<file path="src/rtl/logic_op_sequencer_if.sv">
// Request/result bundle between the calculator control FSM and the bitwise/shift sequencer.
interface logic_op_sequencer_if #(
    parameter int unsigned WIDTH = 16
);
    logic             start;
    logic [2:0]       op;
    logic [WIDTH-1:0] x;
    logic [WIDTH-1:0] y;
    logic             busy;
    logic             done;
    logic [WIDTH-1:0] out;
    logic             zero;
    logic             parity;

    modport master (
        output start, op, x, y,
        input  busy, done, out, zero, parity
    );

    modport slave (
        input  start, op, x, y,
        output busy, done, out, zero, parity
    );
endinterface

</file>
<file path="src/rtl/logic_op_sequencer.sv">
// Sequences one bitwise op (single cycle) or shift/rotate (one bit per cycle) and
// returns a registered result with zero/parity flags and a one-cycle done pulse.
module logic_op_sequencer #(
    parameter int unsigned WIDTH = 16,
    parameter int unsigned CNT_W = 4
) (
    input  logic                 clk,
    input  logic                 rst_n,
    logic_op_sequencer_if.slave  bus
);
    typedef enum logic [1:0] {
        S_IDLE = 2'd0,
        S_EXEC = 2'd1,
        S_DONE = 2'd2
    } state_t;

    state_t             state;
    logic [WIDTH-1:0]   acc;
    logic [WIDTH-1:0]   b;
    logic [CNT_W-1:0]   cnt;
    logic [2:0]         opr;
    logic [WIDTH-1:0]   logic_res;
    logic [WIDTH-1:0]   shift_res;

    // Single-cycle bitwise function of the latched operands.
    always_comb begin
        logic_res = '0;
        case (opr[1:0])
            2'b00:   logic_res = acc & b;
            2'b01:   logic_res = acc | b;
            2'b10:   logic_res = acc ^ b;
            default: logic_res = ~(acc ^ b);
        endcase
    end

    // One-bit step of the selected shift/rotate.
    always_comb begin
        shift_res = '0;
        case (opr[1:0])
            2'b00:   shift_res = {acc[WIDTH-2:0], 1'b0};
            2'b01:   shift_res = {1'b0, acc[WIDTH-1:1]};
            2'b10:   shift_res = {acc[WIDTH-2:0], acc[WIDTH-1]};
            default: shift_res = {acc[0], acc[WIDTH-1:1]};
        endcase
    end

    assign bus.busy = (state != S_IDLE);

    always_ff @(posedge clk) begin
        if (!rst_n) begin
            state      <= S_IDLE;
            acc        <= '0;
            b          <= '0;
            cnt        <= '0;
            opr        <= '0;
            bus.out    <= '0;
            bus.zero   <= 1'b0;
            bus.parity <= 1'b0;
            bus.done   <= 1'b0;
        end else begin
            bus.done <= 1'b0;
            case (state)
                S_IDLE: begin
                    if (bus.start) begin
                        acc   <= bus.x;
                        b     <= bus.y;
                        opr   <= bus.op;
                        cnt   <= bus.y[CNT_W-1:0];
                        state <= S_EXEC;
                    end
                end
                S_EXEC: begin
                    if (!opr[2]) begin
                        bus.out    <= logic_res;
                        bus.zero   <= (logic_res == '0);
                        bus.parity <= ^logic_res;
                        bus.done   <= 1'b1;
                        state      <= S_DONE;
                    end else if (cnt != '0) begin
                        acc <= shift_res;
                        cnt <= cnt - CNT_W'(1);
                    end else begin
                        bus.out    <= acc;
                        bus.zero   <= (acc == '0);
                        bus.parity <= ^acc;
                        bus.done   <= 1'b1;
                        state      <= S_DONE;
                    end
                end
                S_DONE: begin
                    state <= S_IDLE;
                end
                default: begin
                    state <= S_IDLE;
                end
            endcase
        end
    end
endmodule

</file>
<file path="src/flat_wrapper.sv">
// flat-port wrapper written by rule: the top's interface ports become plain ports
module logic_op_sequencer_flat 
#(
    parameter int unsigned WIDTH = 16,
    parameter int unsigned CNT_W = 4
)
  (clk, rst_n, bus_start, bus_op, bus_x, bus_y, bus_busy, bus_done, bus_out, bus_zero, bus_parity);
  logic_op_sequencer_if #(.WIDTH(WIDTH)) bus_i ();
  input  logic clk;
  input  logic rst_n;
  input wire logic [$bits(bus_i.start)-1:0] bus_start;
  input wire logic [$bits(bus_i.op)-1:0] bus_op;
  input wire logic [$bits(bus_i.x)-1:0] bus_x;
  input wire logic [$bits(bus_i.y)-1:0] bus_y;
  output wire logic [$bits(bus_i.busy)-1:0] bus_busy;
  output wire logic [$bits(bus_i.done)-1:0] bus_done;
  output wire logic [$bits(bus_i.out)-1:0] bus_out;
  output wire logic [$bits(bus_i.zero)-1:0] bus_zero;
  output wire logic [$bits(bus_i.parity)-1:0] bus_parity;
  assign bus_i.start = bus_start;
  assign bus_i.op = bus_op;
  assign bus_i.x = bus_x;
  assign bus_i.y = bus_y;
  assign bus_busy = bus_i.busy;
  assign bus_done = bus_i.done;
  assign bus_out = bus_i.out;
  assign bus_zero = bus_i.zero;
  assign bus_parity = bus_i.parity;
  logic_op_sequencer #(.WIDTH(WIDTH), .CNT_W(CNT_W)) u_core (.clk(clk), .rst_n(rst_n), .bus(bus_i));
endmodule
</file>
<file path="config.mk">
export PLATFORM = sky130hd
export DESIGN_NAME = logic_op_sequencer_flat
export DESIGN_NICKNAME = d
export VERILOG_FILES = /design/src/rtl/logic_op_sequencer_if.sv /design/src/rtl/logic_op_sequencer.sv /design/src/flat_wrapper.sv
export SDC_FILE = /design/constraint.sdc
export NUM_CORES = 1
export LEC_CHECK = 0
export BUFFER_PORTS_ARGS = -buffer_cell sky130_fd_sc_hd__buf_2
export CAP_MARGIN = 10
export CORE_ASPECT_RATIO = 1.4
export CORE_MARGIN = 1
export CORE_UTILIZATION = 58
export DETAILED_ROUTE_END_ITERATION = 10
export PLACE_DENSITY = 0.81
export SLEW_MARGIN = 20
export SYNTH_ARGS = -nofsm -noshare
export SYNTH_HDL_FRONTEND = slang
export SYNTH_SLANG_ARGS = --single-unit
export TNS_END_PERCENT = 1
</file>
<file path="constraint.sdc">
create_clock -name clk -period 2.56 [get_ports clk]
set_input_delay 0.128 -clock clk [delete_from_list [all_inputs] [get_ports clk]]
set_output_delay 0.128 -clock clk [all_outputs]
set_load 0.05 [all_outputs]
</file>
Word level (Yosys, flattened, before mapping)

Index checks and enable logic that the tools add are counted.

$add $sub $neg: 1
Eq/ne operators: 8
Mux-type cells: 22
Bitwise logic cells: 4
Reduce and logical (&&, ||, !) cells: 14

Operators with widths:

| kind                                                                | count |
|---|---|
| 16-bit one-hot mux with 3 select lines                              | 2 |
| 16-bit two-way mux                                                  | 5 |
| 16-bit zero test                                                    | 2 |
| 16-bit one-hot mux with 2 select lines                              | 1 |
| 16-bit XOR reduction                                                | 2 |
| 16-bit bitwise AND                                                  | 1 |
| 16-bit inverter                                                     | 1 |
| 16-bit OR                                                           | 1 |
| 16-bit XOR                                                          | 1 |
| 4-bit two-way mux                                                   | 3 |
| 4-bit one-hot mux with 2 select lines                               | 1 |
| 2-bit AND reduction                                                 | 4 |
| 1-bit two-way mux                                                   | 6 |
| 2-bit two-way mux                                                   | 3 |
| 2-bit by 1-bit == test with 1-bit output (second input constant)    | 2 |
| 2-bit zero test                                                     | 2 |
| 2-bit by 1-bit != test with 1-bit output (second input constant)    | 2 |
| 2-bit != test (second input constant)                               | 2 |
| 2-bit one-hot mux with 2 select lines                               | 1 |
| 4-bit AND reduction                                                 | 1 |
| 2-bit nonzero test                                                  | 2 |
| 4-bit nonzero test                                                  | 1 |
| 4-bit by 1-bit subtractor with 4-bit output (second input constant) | 1 |
| 3-bit != test (second input constant)                               | 1 |
| 2-bit == test (second input constant)                               | 1 |

Register bits: 60
Bits of input ports: 38
Output and inout port bits: 20

Longest topological paths before layout

Word-level depth: 5
Gate-level depth with buffers: 9
Depth with buffers taken out: 9

Least setup slack after synthesis

No wires, ideal clock.

Path kind: register to register
From: register u_core.acc[1]
To: register u_core.bus.parity
Setup time: 133 ps
Arrival: 1939 ps
Data required time: 2427 ps
Path slack: 488 ps
Cell stages (with the launch flop): 10
Path buffers: 0
Period minus slack after synthesis: 2072 ps
Path through: dfxtp_1 -> inv_1 -> ha_1 -> mux2_2 -> mux2i_1 -> ha_1 -> xnor2_1 -> xnor2_1 -> xnor2_1 -> o221ai_1

Longest elaborated chain between the ends: 5
Elaborated cells on any way between the ends: 9
Classes of those cells: mux: 3; bitwise: 4; reduce/logical: 2

RTL lines:

| item                                   | RTL line                                           | RTL |
|---|---|---|
| start, declared                        | logic_op_sequencer.sv:18                           | `logic [WIDTH-1:0] acc;` |
| start signal, assigned                 | logic_op_sequencer.sv:65                           | `acc <= bus.x;` |
| start signal, assigned                 | logic_op_sequencer.sv:80                           | `acc <= shift_res;` |
| 16-bit XOR                             | logic_op_sequencer.sv:31, logic_op_sequencer.sv:32 |  |
| 16-bit inverter                        | logic_op_sequencer.sv:32                           | `default: logic_res = ~(acc ^ b);` |
| 16-bit one-hot mux with 3 select lines | logic_op_sequencer.sv:28                           | `case (opr[1:0])` |
| 16-bit XOR reduction                   | logic_op_sequencer.sv:76                           | `bus.parity <= ^logic_res;` |
| 1-bit two-way mux (*)                  | logic_op_sequencer.sv:73                           | `if (!opr[2]) begin` |
| end signal, assigned                   | logic_op_sequencer.sv:76                           |  |
| end signal, assigned                   | logic_op_sequencer.sv:85                           | `bus.parity <= ^acc;` |
| end, declared                          | logic_op_sequencer_if.sv:22                        | `output busy, done, out, zero, parity` |

Every way passes the cells marked *; elsewhere a longest branch is shown, timed or not. The select of a mux whose other input is x is not followed.
A chain may end at the register's enable or synchronous reset.

Worst setup path in the final report

From: register u_core.acc[0]
To: register u_core.bus.parity

Same word-level chain as after synthesis.

==> out/metrics.yaml <==
synth-seq-cells: 60
power.density_mw_per_mm2: 601
die_w_um: 73.6
antenna_found_initial: 0
wl_per_cell_um: 16.8
reg2reg_slack_ns: 0.13
slew_headroom_pct: 48.9
place_ws_ns: 0.181
worstSetupPathType: "flip-flop to flip-flop"
drtIter0Drc: 216
insertion_delay_ns: 0.35
gp_congestion: 0.871
cp_max_fo: 4
cts-htree-levels: 3
ys_seq_area_share_pct: 28.8
port_buffers: 57
hold_depth: 3
cp-start-kind: "flip-flop"
syn_avg_cell_area_um2: 8.83
area_delta_synth_final_pct: 12.8
p_leak_uw: 0.00188
syn_area_mm2: 0.00417
skew_ns: 0.00743
async_reset_ff_share_pct: 0
cts_tree: "built"
core_area_mm2: 0.00694
antennaDiodeCount: 0
irDropWorstVdd_v: 0.000426
cts_root_buf: "clkbuf_8"
drive_above_1_share_pct: 26.7
grt_overflow: 0
synth_nets: 559
postRouteAntennaNets: 0
top_usage_layer: "met2"
use_met2_pct: 47.8
drv_cap: 0
dieArea_mm2: 0.00753
synth.distinct_cells: 37
cp.required_ns: 2.79
finalWorstSetupSlack_ns: 0.128
clk_path_buf_depth: 2
grt_pass1_wl_um: 16500
rows: 36
min-delay-start: "bus_y[13]"
hold_buffers: 0
drt-total-wl_um: 10400
synth_warnings: 0
arrival_ns: 2.66
grtUsageMet3_pct: 6.21
synth-edff-count: 0
cts_inserted_buffers: 9
dp_hpwl_um: 7290
dieHeight_um: 102
r2r-start: "u_core.acc[0]"
fin_nets: 607
drc: 0
finalHoldViolCount: 0
drt-pass1-iter-count: 7
reg2reg_to: "u_core.bus.parity"
synth_cells: 472
hold-path-endpoint: "u_core.b[13]"
hold_class: "primary input to flip-flop"
clock-sinks: 60
start_util_pct: 60.1
post-route-min-period_ns: 2.43
ios: 58
status: "finished clean"
grt_pass1_vias: 3454
track_usage_pct: 29.2
vias: 3586
path_clk_slew_ns: 0.07
grt_util_met1_pct: 35.4
critPathCaptureType: "flip-flop"
reg2regPathDepth: 9
grt_max_degree: 50
postCtsSetupRepairBufs: 0
max_freq_mhz: 411
final-setup-viol-count: 0
synth_ff_type: "dfxtp_1"
period_share_pct: 95.0
whs_ns: 0.00527
viasPerCell: 5.78
drv_slew: 0
worst_pin_slew_ns: 0.766
==> how the worst max path moves through the flow <==
stage | slack, ns | cells after the start | start | endpoint
6_report | 0.13 | 9 | u_core.acc[0] | u_core.bus.parity
3_5_place_dp | 0.18 | 9 | u_core.acc[1] | u_core.bus.parity
4_1_cts | 0.14 | 9 | u_core.b[6] | u_core.bus.parity
5_1_grt | -0.006 | 9 | u_core.acc[11] | u_core.bus.parity
2_1_floorplan | 0.49 | 9 | u_core.acc[1] | u_core.bus.parity
3_3_place_gp | 0.27 | 9 | u_core.acc[11] | u_core.bus.parity
==> power breakdown <==
part	internal (uW)	switching [uW]	total [uW]
logic	359	518	876
registers	1010	61.9	1070
clock network	505	373	878
==> layout by cell type, fill, tap and decap left out, types with 13 or more instances in the layout <==
| cell | n |
|---|---|
| buf_2 | 57 |
| nand2_1 | 76 |
| ha_1 | 49 |
| inv_1 | 36 |
| mux2i_1 | 31 |
| mux2_2 | 33 |
| xnor2_1 | 13 |
| o211ai_1 | 25 |
| o21ai_0 | 17 |
| dfxtp_1 | 59 |
| a21oi_1 | 47 |
==> area by class of cell <==
class | count | area [um^2]
multi-input cells | 342 | 2630
fillers | 569 | 2240
flip-flops and latches | 60 | 1200
repair buffers | 71 | 415
clock buffers | 15 | 166
inverters | 36 | 135
well taps | 95 | 119
clock inverters | 1 | 30.0
==> layer usage <==
layer	wire length [um]	share of wire (%)
met1	4350	42
met2	5240	50
met3	544	5.2
met4	312	3.0
met5	0	0
==> logic make-up (layout without fill, tap and decap cells) <==
group           count (synthesis)  after routing  share of synthesized area [%]
xor+xnor                       14             14                           2.94
fa+ha+maj                      49             49                           14.7
compound gates                113            113                           18.1
flops                          60             60                           28.8
buf+inv                        70            123                           8.38
simple gates                  101            101                           10.5
mux                            65             65                           16.6
==> critical path: stages, from the launching register on <==
cell	delay, ns
dfxtp_1	0.41
inv_1	0.13
ha_1	0.32
mux2_2	0.27
mux2i_1	0.23
ha_1	0.30
xnor2_1	0.19
xnor2_1	0.17
xnor2_1	0.16
o221ai_1	0.15
==> Yosys cell counts, drive strengths merged (5+ instances only) <==
cell | instances | share of area (%)
dfxtp | 60 | 29
o21ai | 18 | 2.2
a21oi | 56 | 7.5
nand2 | 76 | 6.8
ha | 49 | 15
mux2i | 32 | 7.7
mux2 | 33 | 8.9
inv | 36 | 3.2
clkbuf | 9 | 0.81
xnor2 | 14 | 2.9
nand4 | 5 | 0.75
o211ai | 33 | 6.9
nor2 | 6 | 0.54
buf | 25 | 4.3
==> timing repair <==
action | 4_1_cts | 5_1_grt
resized for setup | 0 | 2
endpoints found under the hold margin | 0 | 0
setup endpoints to repair | 0 | 1
==> metrics by stage <==
step	util [%]	instances	power [uW]	area (um^2)	TNS, ns
3_5_place_dp	64.7	604	1940	4490	0
2_1_floorplan	-	472	1730	4170	0
5_1_grt	67.7	620	2960	4700	-0.00648
6_report	67.7	620	2820	4700	0
3_3_place_gp	64.7	604	1910	4490	0
4_1_cts	67.6	620	2820	4690	0
==> flip-flops by register name, indices dropped and copies added (netlist names) <==
register           flops
u_core.acc            16
u_core.b              16
u_core.bus.done        1
u_core.bus.out        16
u_core.bus.parity      1
u_core.bus.zero        1
u_core.cnt             4
u_core.opr             3
u_core.state           2
(Power assumes the default switching activity.)
